==> src/rtl/cache_sequencer.sv <==
// cache_sequencer: the only owner of the data-cache BRAM port.
// LOAD streams external words into the cache. READ gathers NUM_FMA consecutive
// words into one vector for the data buffer. WRITE stores an FMA result vector.
//
// Handshakes (cmd, ext, buf): a transfer happens on a rising clk_in edge where
// valid and ready are both high. A source holding valid keeps its payload steady
// until that edge. fma_valid_in is a one-cycle strobe with no ready.
//
// Every output is a register. state_out exposes the FSM state for debug.
module cache_sequencer #(
  parameter int ADDR_WIDTH   = 11,
  parameter int DATA_WIDTH   = 16,
  parameter int NUM_FMA      = 4,
  parameter int BRAM_LATENCY = 2
) (
  input  logic                          clk_in,
  input  logic                          rst_in,
  input  logic                          cmd_valid_in,
  output logic                          cmd_ready_out,
  input  logic [1:0]                    cmd_op_in,
  input  logic [ADDR_WIDTH-1:0]         cmd_addr_in,
  input  logic [ADDR_WIDTH:0]           cmd_len_in,
  input  logic [DATA_WIDTH-1:0]         ext_data_in,
  input  logic                          ext_valid_in,
  output logic                          ext_ready_out,
  input  logic [NUM_FMA*DATA_WIDTH-1:0] fma_result_in,
  input  logic                          fma_valid_in,
  output logic [NUM_FMA*DATA_WIDTH-1:0] buf_data_out,
  output logic                          buf_valid_out,
  input  logic                          buf_ready_in,
  output logic [ADDR_WIDTH-1:0]         bram_addr_out,
  output logic                          bram_we_out,
  output logic [DATA_WIDTH-1:0]         bram_din_out,
  input  logic [DATA_WIDTH-1:0]         bram_dout_in,
  output logic                          err_out,
  output logic [2:0]                    state_out
);

  localparam int VW = NUM_FMA * DATA_WIDTH;
  localparam int LW = (NUM_FMA > 1) ? $clog2(NUM_FMA) : 1;

  localparam logic [2:0] IDLE     = 3'd0;
  localparam logic [2:0] LOAD     = 3'd1;
  localparam logic [2:0] RD_ISSUE = 3'd2;
  localparam logic [2:0] RD_DRAIN = 3'd3;
  localparam logic [2:0] RD_HOLD  = 3'd4;
  localparam logic [2:0] WR_WAIT  = 3'd5;
  localparam logic [2:0] WR_ISSUE = 3'd6;

  localparam logic [1:0] OP_LOAD  = 2'b00;
  localparam logic [1:0] OP_READ  = 2'b01;
  localparam logic [1:0] OP_WRITE = 2'b10;

  localparam logic [ADDR_WIDTH:0] NF_CNT    = (ADDR_WIDTH+1)'(NUM_FMA);
  localparam logic [LW-1:0]       LAST_LANE = LW'(NUM_FMA - 1);

  logic [2:0]            state;
  logic [ADDR_WIDTH-1:0] base_addr;
  logic [ADDR_WIDTH:0]   len_q;
  // cnt is the word count in LOAD, and the next lane to issue in RD_ISSUE and WR_ISSUE.
  logic [ADDR_WIDTH:0]   cnt;
  // Lanes still waiting to be written. Shifted down one lane per write cycle.
  logic [VW-1:0]         wr_vec;

  // issue_* is aligned with bram_addr_out (the address is on the bus this cycle).
  // rd_sr_* delays it by BRAM_LATENCY cycles so it lines up with bram_dout_in.
  logic                  issue_vld;
  logic [LW-1:0]         issue_lane;
  logic [BRAM_LATENCY-1:0] rd_sr_vld;
  logic [LW-1:0]         rd_sr_lane [BRAM_LATENCY];

  assign state_out = state;

  // Read-return tracking: shift the issue tag along to the cycle its data arrives.
  always_ff @(posedge clk_in or posedge rst_in) begin
    if (rst_in) begin
      rd_sr_vld <= '0;
      for (int k = 0; k < BRAM_LATENCY; k++) rd_sr_lane[k] <= '0;
    end else begin
      rd_sr_vld[0]  <= issue_vld;
      rd_sr_lane[0] <= issue_lane;
      for (int k = 1; k < BRAM_LATENCY; k++) begin
        rd_sr_vld[k]  <= rd_sr_vld[k-1];
        rd_sr_lane[k] <= rd_sr_lane[k-1];
      end
    end
  end

  // Main FSM. It also drives every registered output and the BRAM port.
  always_ff @(posedge clk_in or posedge rst_in) begin
    if (rst_in) begin
      state         <= IDLE;
      cmd_ready_out <= 1'b1;
      ext_ready_out <= 1'b0;
      buf_valid_out <= 1'b0;
      buf_data_out  <= '0;
      bram_addr_out <= '0;
      bram_we_out   <= 1'b0;
      bram_din_out  <= '0;
      err_out       <= 1'b0;
      base_addr     <= '0;
      len_q         <= '0;
      cnt           <= '0;
      wr_vec        <= '0;
      issue_vld     <= 1'b0;
      issue_lane    <= '0;
    end else begin
      bram_we_out <= 1'b0;
      err_out     <= 1'b0;
      issue_vld   <= 1'b0;

      // Returning read data goes into the lane that its tag names.
      if (rd_sr_vld[BRAM_LATENCY-1])
        buf_data_out[int'(rd_sr_lane[BRAM_LATENCY-1])*DATA_WIDTH +: DATA_WIDTH] <= bram_dout_in;

      case (state)
        IDLE: begin
          if (cmd_valid_in && cmd_ready_out) begin
            base_addr <= cmd_addr_in;
            len_q     <= cmd_len_in;
            cnt       <= '0;
            case (cmd_op_in)
              OP_LOAD: begin
                // A zero-length LOAD finishes at once, so the sequencer stays ready.
                if (cmd_len_in != '0) begin
                  state         <= LOAD;
                  cmd_ready_out <= 1'b0;
                  ext_ready_out <= 1'b1;
                end
              end
              OP_READ: begin
                // Issue lane 0 now, so its address is on the bus in the next cycle.
                state         <= RD_ISSUE;
                cmd_ready_out <= 1'b0;
                bram_addr_out <= cmd_addr_in;
                issue_vld     <= 1'b1;
                issue_lane    <= '0;
                cnt           <= (ADDR_WIDTH+1)'(1);
              end
              OP_WRITE: begin
                state         <= WR_WAIT;
                cmd_ready_out <= 1'b0;
              end
              default: err_out <= 1'b1;
            endcase
          end
        end

        LOAD: begin
          if (ext_valid_in) begin
            bram_we_out   <= 1'b1;
            bram_addr_out <= base_addr + cnt[ADDR_WIDTH-1:0];
            bram_din_out  <= ext_data_in;
            cnt           <= cnt + 1'b1;
            if ((cnt + 1'b1) == len_q) begin
              state         <= IDLE;
              cmd_ready_out <= 1'b1;
              ext_ready_out <= 1'b0;
            end
          end
        end

        RD_ISSUE: begin
          if (cnt == NF_CNT) begin
            state <= RD_DRAIN;
          end else begin
            bram_addr_out <= base_addr + cnt[ADDR_WIDTH-1:0];
            issue_vld     <= 1'b1;
            issue_lane    <= cnt[LW-1:0];
            cnt           <= cnt + 1'b1;
          end
        end

        RD_DRAIN: begin
          // The vector is complete on the edge that captures the last lane.
          if (rd_sr_vld[BRAM_LATENCY-1] && rd_sr_lane[BRAM_LATENCY-1] == LAST_LANE) begin
            buf_valid_out <= 1'b1;
            state         <= RD_HOLD;
          end
        end

        RD_HOLD: begin
          if (buf_ready_in) begin
            buf_valid_out <= 1'b0;
            cmd_ready_out <= 1'b1;
            state         <= IDLE;
          end
        end

        WR_WAIT: begin
          // Write lane 0 right away and keep the other lanes for the next cycles.
          if (fma_valid_in) begin
            bram_we_out   <= 1'b1;
            bram_addr_out <= base_addr;
            bram_din_out  <= fma_result_in[DATA_WIDTH-1:0];
            wr_vec        <= fma_result_in >> DATA_WIDTH;
            cnt           <= (ADDR_WIDTH+1)'(1);
            state         <= WR_ISSUE;
          end
        end

        WR_ISSUE: begin
          if (cnt == NF_CNT) begin
            state         <= IDLE;
            cmd_ready_out <= 1'b1;
          end else begin
            bram_we_out   <= 1'b1;
            bram_addr_out <= base_addr + cnt[ADDR_WIDTH-1:0];
            bram_din_out  <= wr_vec[DATA_WIDTH-1:0];
            wr_vec        <= wr_vec >> DATA_WIDTH;
            cnt           <= cnt + 1'b1;
          end
        end

        default: begin
          state         <= IDLE;
          cmd_ready_out <= 1'b1;
          ext_ready_out <= 1'b0;
          buf_valid_out <= 1'b0;
        end
      endcase
    end
  end

endmodule

==> config.mk <==
export PLATFORM = sky130hd
export DESIGN_NAME = cache_sequencer
export DESIGN_NICKNAME = d
export VERILOG_FILES = /design/src/rtl/cache_sequencer.sv
export SDC_FILE = /design/constraint.sdc
export NUM_CORES = 1
export LEC_CHECK = 0
export ABC_AREA = 1
export BUFFER_PORTS_ARGS = -buffer_cell sky130_fd_sc_hd__buf_2
export CAP_MARGIN = 40
export CORE_UTILIZATION = 40
export DETAILED_ROUTE_END_ITERATION = 16
export PLACE_DENSITY = 0.74
export SLEW_MARGIN = 20
export SYNTH_ARGS = -nofsm -noshare
export SYNTH_HDL_FRONTEND = slang
export SYNTH_SLANG_ARGS = --single-unit
==> constraint.sdc <==
create_clock -name clk_in -period 17.15 [get_ports clk_in]
set_clock_uncertainty 0.05 [all_clocks]
set_input_delay 1.715 -clock clk_in [delete_from_list [all_inputs] [get_ports clk_in]]
set_output_delay 1.715 -clock clk_in [all_outputs]
set_load 0.01 [all_outputs]
==> summary by stage, run 1 <==
Status
The flow ran to the end, and the final reports show no timing, DRC or antenna violations.

Setup path
Measured in cells, the most critical reg-to-reg path has a length of 12. The reg-to-reg setup timing slack is 14080 ps. STA puts the critical path data required time at 17450 ps.

The number of buffers and inverters on the critical path is 6. The largest single stage delay on the critical path is between 500 and 600 ps. The kind of critical path is reg -> reg. The endpoint identified for the worst register-to-register timing path is wr_vec[25]. The peak fanout along the critical path is between 90 and 100.

Data on the critical path arrives at its endpoint at 3370 ps. The critical path startpoint category is a register. The worst register-to-register path begins at state_out[0]. The largest individual stage delay along the critical path comes from the cell sky130_fd_sc_hd__buf_4.

The worst setup path is captured at a register. The cell family contributing the most delay on the critical path is buffers and inverters. The signal on the critical path passes through inv_1 -> nand2_2 -> nor2_4 -> buf_4 -> inv_2 -> nor2_2 -> inv_2 -> nand2_2 -> buf_4 -> buf_16 -> o211ai_1 -> o21ai_0.

Synthesis
Summing the areas of all compound-gate instances in the mapped netlist gives 15.9% of the synthesized area. The most instantiated flip-flop cell in the synthesis netlist is sky130_fd_sc_hd__dfrtp_1. Summing the areas of all and, or, nand and nor instances in the mapped netlist gives 19.8% of the synthesized area. The share of the yosys chip area belonging to registers is around half.

The main combinational cell family by area after synthesis is simple AND/OR/NAND/NOR gates. The adder-cell area share of the yosys netlist is under 10%. Synthesis produced 1089 cells. The number of warnings issued by yosys is 0. The multiplexer share of the synthesized area is between 1 and 1.5%. The number of nets produced by synthesis is 1238. Summing every instance area after synthesis gives 9330 µm². The count of different cell masters after synthesis is 48. Each instance of the synthesized netlist takes up on average roughly 8.6 µm². After Yosys synthesis, XOR and XNOR cells account for 0.563% of the synthesized area. For this run, asynchronously set or reset flops after synthesis account for 100%. In this run, synthesis produced a sequential element count of 191. The count of flip-flops with a built-in enable after synthesis is 0.

Routing
The DRC violations left is 0. The detail route stage leaves a number of antenna-violating nets equal to 0. The pre-antenna-repair detailed-routing pass consisted of 5 iterations.

After detailed routing, the total wire length is 25400 µm. The average wire per standard cell is ~16 µm. The via density per instance is 5.07. The detailed router finished its first iteration with 455 violations.

The routed layout has slightly above 8000 vias.

Place
The placer congestion estimate is between 0.9 and 1. The area of placed instances is 10700 µm². Port buffering added 225 buffers. In this run, placement finished with an instance count of 1590. Once detailed placement completed, the half-perimeter wirelength came to 18300 µm. The post-place setup slack is 13690 ps.

Timing
The sum of negative setup slack is 0 ps. The setup-violating endpoint count in the final report is 0. The time the final worst path needs with I/O delays and setup is ~3100 ps. The final max-slew violation count is 0. The hold violation count in the final report is 0.

The fraction of the cycle the final worst path needs is 17.9%. The fmax is 326 MHz. Setup repair after global routing left no endpoint under its margin. The final worst slack is 14080 ps.

The pin slew with the least headroom to its limit is ~780 ps. The worst pin sits at a relative slew slack of 47.8%.

Hold path
For hold timing, the worst endpoint is rd_sr_vld[1]. The worst hold path class is reg -> reg. The worst hold path begins at rd_sr_vld[0].

Along the worst hold path, the cell count comes to 0.

Global routing
Global routing used a little over a fifth of the available tracks. The aggregate global routing overflow is 0. The first global-routing pass estimated 41000 µm of wire.

The number of global-route vias before repair came to approximately 8000. The initial antenna violation count is 4. The largest net degree at the start of global routing is 118.

Pwr
In this run the static leakage power is 0.00584 µW. The maximum resistive drop on vdd is roughly 0.00005 V. In this run the power density over the cells is slightly below 80 nW/µm². The overall power of the completed layout is 898 µW.

Clock network
The clock root buffer is sky130_fd_sc_hd__clkbuf_16. Clock-pin slew was measured on the worst setup and hold paths at around 80 ps. Hold repair after CTS inserted 0 buffers. TritonCTS built the clock tree.

The maximum buffer depth of the clock tree is 2. The number of setup buffers added after CTS is 0. The later-pin clock latency in the skew report is 430 ps. The H-tree was split into 4 levels.

The number of cells upsized or downsized after cts is 0. The total clock buffers created by CTS is 17. CTS saw 191 sinks.

Floorplanning
The placeable core region is 22800 µm². The area of the die is 23900 µm². The floorplan step set the die height to ~150 µm. 226 I/O pins were placed. The floorplan has between 50 and 60 rows. The effective utilization at floorplan is between 40% and 50%. The floorplan step set the die width to 155 µm.

Final layout
The total number of nets in the final design is roughly 1400. The post-synthesis to final-layout area growth is 22.2%. Leaving out fill and tap cells, the most frequent cell in the layout is sky130_fd_sc_hd__nand2_1. In the layout the commonest cells are 242 x sky130_fd_sc_hd__nand2_1, 225 x sky130_fd_sc_hd__buf_2, 190 x sky130_fd_sc_hd__dfrtp_1, 139 x sky130_fd_sc_hd__inv_1, 137 x sky130_fd_sc_hd__o21ai_0.

The number of standard cells in the layout, taps in and fillers out is 1627. With fillers left out, the area of the finished cells amounts to 11400 µm². Of the cells placed in the final design, the portion with a size suffix greater than 1 is a little under a quarter.

Run
Max-cap violations in this run came to 0.
-- power by group --
part	total, µW	switching, µW	leakage, µW	internal, µW
clock	404	204	0.000297	200
sequential	453	1.10	0.00225	452
combinational	40.9	23.8	0.00330	17.0
total	898	229	0.00584	669
-- cell usage after synthesis (all sizes together), types with 2 or more instances --
| master | count | area (µm²) |
|---|---|---|
| nand2 | 249 | 952 |
| dfrtp | 190 | 4750 |
| o21ai | 147 | 736 |
| inv | 145 | 544 |
| nor2 | 77 | 322 |
| nand3 | 64 | 335 |
| o211ai | 28 | 210 |
| a21oi | 22 | 133 |
| clkbuf | 22 | 82.6 |
| ha | 21 | 263 |
| buf | 19 | 130 |
| nand4 | 12 | 75.1 |
| mux2 | 11 | 124 |
| o22ai | 11 | 68.8 |
| a221oi | 10 | 87.6 |
| a22oi | 9 | 67.6 |
| a41oi | 7 | 61.3 |
| nor3 | 7 | 57.6 |
| a31oi | 6 | 37.5 |
| or2 | 6 | 37.5 |
| xor2 | 4 | 35.0 |
| nand3b | 3 | 22.5 |
| nor4 | 3 | 33.8 |
| o21bai | 3 | 22.5 |
| a21boi | 2 | 15.0 |
| o2111ai | 2 | 23.8 |
| xnor2 | 2 | 17.5 |
-- stage by stage --
stage          hold WS, ps  utilization (%)
6_report               297             50.1
5_1_grt                315             50.1
4_1_cts                299             49.6
3_5_place_dp           287             47.0
3_3_place_gp           286             46.8
2_1_floorplan          281                -
-- layout make-up --
class | count | area [µm²]
fill | 2183 | 11400
sequential | 191 | 4780
multi-input combinational | 712 | 3790
timing repair buffer | 233 | 1280
inverter | 145 | 552
clock buffer | 17 | 425
tap | 313 | 392
clock inverter | 15 | 181
antenna | 1 | 2.50
-- registers in the layout, indices dropped and copies added (netlist names) --
signal,flops
state_out,3
issue_vld,1
buf_data_out,64
rd_sr_lane,4
rd_sr_vld,2
base_addr,11
cnt,12
bram_addr_out,11
issue_lane,2
ext_ready_out,1
bram_we_out,1
buf_valid_out,1
len_q,12
cmd_ready_out,1
bram_din_out,16
err_out,1
wr_vec,48
-- kinds of logic after synthesis --
kind of cell    after synthesis
compound gates              250
fa+ha+maj                    22
mux                          11
xor+xnor                      6
simple gates                423
buf+inv                     186
flops                       191
-- how the worst max path moves through the flow --
stage	slack (ps)	end	from	cells past startpoint
after floorplan	10190	base_addr[0]	rst_in	1
after global placement	13670	wr_vec[25]	rst_in	3
after detailed placement	13690	bram_addr_out[6]	cmd_op_in[1]	8
after CTS	13750	wr_vec[25]	state_out[0]	11
after global routing	13770	wr_vec[25]	state_out[0]	12
final	14080	wr_vec[25]	state_out[0]	12
-- per-layer routing --
metal / wire length (µm) / up-vias / track usage, %
met2: 11900 / 280 / 35.5
li1: - / 4038 / -
met3: 1580 / 35 / 5.10
met1: 11300 / 3896 / 28.4
met4: 582 / 4 / 7.92
met5: 27 / - / 0
No activity file was read; power rests on OpenSTA's default activity.
==> inputs of run 2 (changes only) <==
--- a/config.mk
+++ b/config.mk
@@ -5,7 +5,7 @@
 export SDC_FILE = /design/constraint.sdc
 export NUM_CORES = 1
 export LEC_CHECK = 0
-export ABC_AREA = 1
+export ABC_AREA = 0
 export BUFFER_PORTS_ARGS = -buffer_cell sky130_fd_sc_hd__buf_2
 export CAP_MARGIN = 40
 export CORE_UTILIZATION = 40
==> constraint.sdc (replaced) <==
create_clock -name clk_in -period 3.05 [get_ports clk_in]
set_clock_uncertainty 0.05 [all_clocks]
set_input_delay 0.305 -clock clk_in [delete_from_list [all_inputs] [get_ports clk_in]]
set_output_delay 0.305 -clock clk_in [all_outputs]
set_load 0.01 [all_outputs]
==> summary by stage, run 2 <==
Synthesis
The most frequently used cell type in the post-synthesis netlist is sky130_fd_sc_hd__dfrtp_1 (was sky130_fd_sc_hd__nand2_1). The share of the yosys chip area belonging to registers was 51.7% (was 51.2%). The count of different cell masters after synthesis came to 78 (was 48). The number of synthesized register bits was 191 (unchanged). The area of the mapped netlist is 9250 µm² (was 9330 µm²). The async set or reset register ratio after synthesis was 100% (unchanged).

The count of flip-flops with a built-in enable after synthesis is 0 (unchanged). Most numerous cell types in the synthesized netlist: 190 x sky130_fd_sc_hd__dfrtp_1, 156 x sky130_fd_sc_hd__nand2_1, 79 x sky130_fd_sc_hd__nor2_1 (was 242 x sky130_fd_sc_hd__nand2_1, 190 x sky130_fd_sc_hd__dfrtp_1, 140 x sky130_fd_sc_hd__inv_1). The number of warnings issued by yosys was 0 (unchanged). The biggest area consumer among synthesized cells was sky130_fd_sc_hd__dfrtp_1 (unchanged). The area share of the largest cell type after synthesis is 51.4% (was 50.9%). The number of nets produced by synthesis came to 1054 (was 1238). Biggest area contributors in the synthesized netlist: sky130_fd_sc_hd__dfrtp_1 51%, sky130_fd_sc_hd__nand2_1 6.3%, sky130_fd_sc_hd__a22o_1 6.1%, sky130_fd_sc_hd__a31oi_1 3.8%, sky130_fd_sc_hd__nor2_1 3.2% (was sky130_fd_sc_hd__dfrtp_1 51%, sky130_fd_sc_hd__nand2_1 9.7%, sky130_fd_sc_hd__o21ai_0 7.3%, sky130_fd_sc_hd__inv_1 5.6%, sky130_fd_sc_hd__nand3_1 3.3%). The synthesized area per cell was 10.2 µm² (was 8.57 µm²). The cell count after synthesis was 905 (was 1089). The most instantiated flip-flop cell in the synthesis netlist is sky130_fd_sc_hd__dfrtp_1 (unchanged).

Routing
The DRC violations left is 0 (unchanged). The total via count after detailed routing is 7765 (was 8253). The first-pass detailed-route iteration total is 5 (unchanged). The average wire per standard cell was 17.5 µm (was 15.6 µm). The post-detailed-routing wire length came to 24900 µm (was 25400 µm). The number of nets with antenna violations after routing is 0 (unchanged). The via density per instance is 5.48 (was 5.07).

The count of routing violations after the opening detailed-route iteration is 512 (was 455).

Place
The number of buffers inserted by port buffering is 225 (unchanged). The placed wire-length estimate after detailed placement is 17800 µm (was 18300 µm). The area of placed instances is 10800 µm² (was 10700 µm²). The post-place setup slack is 242 ps (was 13690 ps).

The number of cells after detailed placement is 1385 (was 1590). The placer congestion estimate came to 0.906 (about the same).

Floorplanning
The chip height is 154 µm (was 155 µm). The placeable core region is 22600 µm² (was 22800 µm²). The effective utilization at floorplan is 40.9% (was 41.0%).

The area of the die is 23700 µm² (was 23900 µm²). The number of top-level design ports is 226 (unchanged). The floorplan die width came to 154 µm (was 155 µm). The number of core rows was 55 (unchanged).

Final layout
The number of diodes added for antenna fixing is 0 (was 1). The total number of nets in the final design is 1269 (was 1449). The register bank with the most flops is buf_data_out (unchanged). The fill cell instance count of the final layout came to 2055 (was 2183).

The ratio of cells with drive above 1 in the final layout is 30.1% (was 24.0%). Top flop regs: buf_data_out: 64 flops, wr_vec: 48 flops, bram_din_out: 16 flops (unchanged). The number of standard cells in the layout, taps in and fillers out is 1418 (was 1627). The most common library cell in the layout ignoring fill and taps is sky130_fd_sc_hd__buf_2 (was sky130_fd_sc_hd__nand2_1). Top library cells by usage in the layout, fill and taps aside: 225 x sky130_fd_sc_hd__buf_2, 190 x sky130_fd_sc_hd__dfrtp_1, 156 x sky130_fd_sc_hd__nand2_1, 78 x sky130_fd_sc_hd__nor2_1, 64 x sky130_fd_sc_hd__a22o_1 (was 242 x sky130_fd_sc_hd__nand2_1, 225 x sky130_fd_sc_hd__buf_2, 190 x sky130_fd_sc_hd__dfrtp_1, 139 x sky130_fd_sc_hd__inv_1, 137 x sky130_fd_sc_hd__o21ai_0). The post-route standard cell area excluding fillers is 11400 µm² (about the same). The number of flip-flops in the largest register is 64 (unchanged). The post-synthesis to final-layout area growth was 23.6% (was 22.2%).

Pwr
The proportion of total power due to net switching was 25.6% (was 25.5%). The internal power of the cells came to 3880 µW (was 669 µW). The clock power share is 46.2% (was 45.0%). The reported net switching power came to 1340 µW (was 229 µW). The power per unit of standard cell area is 456 nW/µm² (was 78.7 nW/µm²). The maximum resistive drop on vdd is 0.000319 V (was 0.0000491 V).

The proportion of power drawn by flip-flops and latches came to 49.3% (was 50.4%). The static leakage came to 0.00571 µW (was 0.00584 µW). The overall power of the completed layout was 5210 µW (was 898 µW). The combinational share of power is 4.5% (was 4.6%).

Clock network
The H-tree depth reported by CTS is 4 (unchanged). The clock root buffer is sky130_fd_sc_hd__clkbuf_16 (unchanged). The number of sinks driven by the clock tree is 191 (unchanged).

The TritonCTS clock tree is done (unchanged). The total clock buffers created by CTS is 17 (unchanged). The clock-pin slew of the registers on the worst-case setup and hold paths came to 90 ps (was 80 ps). The later-pin clock latency in the skew report is 440 ps (was 430 ps).

The maximum buffer depth of the clock tree is 2 (unchanged).

Timing
The time the final worst path needs with I/O delays and setup is 2760 ps (was 3070 ps). The sum of negative setup slack is 0 ps (unchanged). Unrepaired setup endpoints after global routing: no (unchanged). The final max-slew violation count is 0 (unchanged). The fraction of the cycle the final worst path needs is 90.5% (was 17.9%). The pin slew with the least headroom to its limit is 819 ps (was 781 ps). The final worst slack was 289 ps (was 14080 ps). The worst slew margin relative to its limit came to 44.9% (was 47.8%). The hold violation count in the final report was 0 (unchanged). The fmax is 362 MHz (was 326 MHz).

The setup-violating endpoint count in the final report is 0 (unchanged).

Setup path
Sequence of cells on the critical path: inv_1 -> ha_1 -> nor3b_2 -> a31oi_1 -> o21bai_4 -> o21bai_4 -> nand2b_1 -> o41ai_2 (was inv_1 -> nand2_2 -> nor2_4 -> buf_4 -> inv_2 -> nor2_2 -> inv_2 -> nand2_2 -> buf_4 -> buf_16 -> o211ai_1 -> o21ai_0). The dominant cell type by count on the critical path is sky130_fd_sc_hd__o21bai_4. The kind of critical path is reg -> reg (unchanged).

The peak fanout along the critical path is 23 (was 94). The type of destination of the critical path is a register (unchanged). The gate family responsible for the most delay along the worst path is compound AO/OA/AOI/OAI gates (was buffers and inverters). The highest cell delay on the worst timing path is 510 ps (was 540 ps). The worst path buffer plus inverter count was 1 (was 6).

The arrival time at the worst endpoint was 3040 ps (was 3370 ps). The cell at the slowest stage of the critical path is sky130_fd_sc_hd__dfrtp_1 (was sky130_fd_sc_hd__buf_4). The critical path startpoint category is a register (unchanged). The critical path data required time was 3330 ps (was 17450 ps).

Global routing
The wire length of the first global-routing pass is 39700 µm (was 41000 µm). The combined global-route utilization of all metal layers is 21.1% (was 21.8%). The aggregate global routing overflow is 0 (unchanged). The number of global-route vias before repair is 7365 (was 7903). The initial antenna violation count is 0 (was 4). The largest net degree at the start of global routing is 81 (was 118).

Status
Run status: complete, no violations (unchanged).

Run
The count of maximum capacitance violations is 0 (unchanged).

Hold path
The worst hold path class was in -> reg (was reg -> reg).
## run 2: cell count changes in the layout (fill, tap and decap cells not counted), moves of 14 or more
cell                       change
sky130_fd_sc_hd__a22o_1       +64
sky130_fd_sc_hd__a31oi_1      +50
sky130_fd_sc_hd__a22oi_1      +14
sky130_fd_sc_hd__nand3_1      -35
sky130_fd_sc_hd__inv_1       -126
sky130_fd_sc_hd__buf_4        +24
sky130_fd_sc_hd__o21ai_0     -101
sky130_fd_sc_hd__nand2_1      -86
sky130_fd_sc_hd__o211ai_1     -26
sky130_fd_sc_hd__mux2_2       +14
## run 2: timing repair
item | CTS | global route
setup buffers | 0 | 0
hold endpoints to repair | 9 | 0
endpoints found under the setup margin | 0 | 1
gates resized for setup | 0 | 1
hold buffers | 1 | 0
## run 2: worst paths after layout
kind / slack (ps) / end / depth (start not counted) / from
max: 290 / cnt[10] / 8 / cnt[0]
max in group asynchronous: 1800 / wr_vec[1] / 5 / rst_in
min: 30 / wr_vec[35] / 3 / fma_result_in[51]
max reg2reg: 290 / cnt[10] / 8 / cnt[0]
min reg2reg: 300 / rd_sr_vld[0] / 0 / issue_vld
min in group asynchronous: 360 / bram_addr_out[3] / 3 / rst_in
## run 2: per-stage QoR
| stage | utilization [%] | hold WS [ps] |
|---|---|---|
| 6_report | 50.5 | 25.7 |
| 2_1_floorplan | - | 281 |
| 3_3_place_gp | 47.6 | 269 |
| 5_1_grt | 50.5 | 20.5 |
| 4_1_cts | 50.5 | 5.58 |
| 3_5_place_dp | 47.6 | 276 |
## run 2: cells by family (layout without fill, tap and decap cells)
family / after synthesis / count (layout) / synth area share (%)
AO/OA/AOI/OAI: 251 / 251 / 20.3
XOR/XNOR: 20 / 20 / 1.89
adder cells (fa/ha/maj): 22 / 22 / 3.06
buffers and inverters: 75 / 303 / 4.03
flip-flops: 191 / 191 / 51.7
multiplexers: 28 / 28 / 3.37
AND/OR/NAND/NOR: 318 / 318 / 15.7
## run 2: cell type report
cell class | count | area (µm²) | share of cell area, %
multi-input cells | 639 | 4170 | 36.5
clock inverters | 15 | 228 | 1.99
clock buffers | 17 | 425 | 3.72
flip-flops and latches | 191 | 4780 | 41.8
well taps | 285 | 357 | 3.12
repair buffers | 257 | 1420 | 12.4
inverters | 14 | 56.3 | 0.492
## run 2: layer usage
metal | track usage (%) | vias up | part of all wire, %
li1 | - | 3721 | -
met1 | 29.5 | 3735 | 46
met2 | 32.6 | 271 | 47
met3 | 3.95 | 38 | 5.3
met4 | 8.10 | 0 | 2.4
met5 | 0 | - | 0
## run 2: worst register-to-register path, stage by stage, from the launching register on
cell and delay, ps:
sky130_fd_sc_hd__dfrtp_1 510, sky130_fd_sc_hd__inv_1 140, sky130_fd_sc_hd__ha_1 210, sky130_fd_sc_hd__nor3b_2 160, sky130_fd_sc_hd__a31oi_1 290, sky130_fd_sc_hd__o21bai_4 190, sky130_fd_sc_hd__o21bai_4 340, sky130_fd_sc_hd__nand2b_1 390
sky130_fd_sc_hd__o41ai_2 390
## run 2: power groups by stage
stage / Combinational, µW / Sequential [µW] / Clock (µW)
after global routing: 264 / 2570 / 2570
after CTS: 238 / 2570 / 2460
after global placement: 232 / 2620 / 0
after floorplan: 93.4 / 2620 / 0
after detailed placement: 235 / 2620 / 0
final: 234 / 2570 / 2410
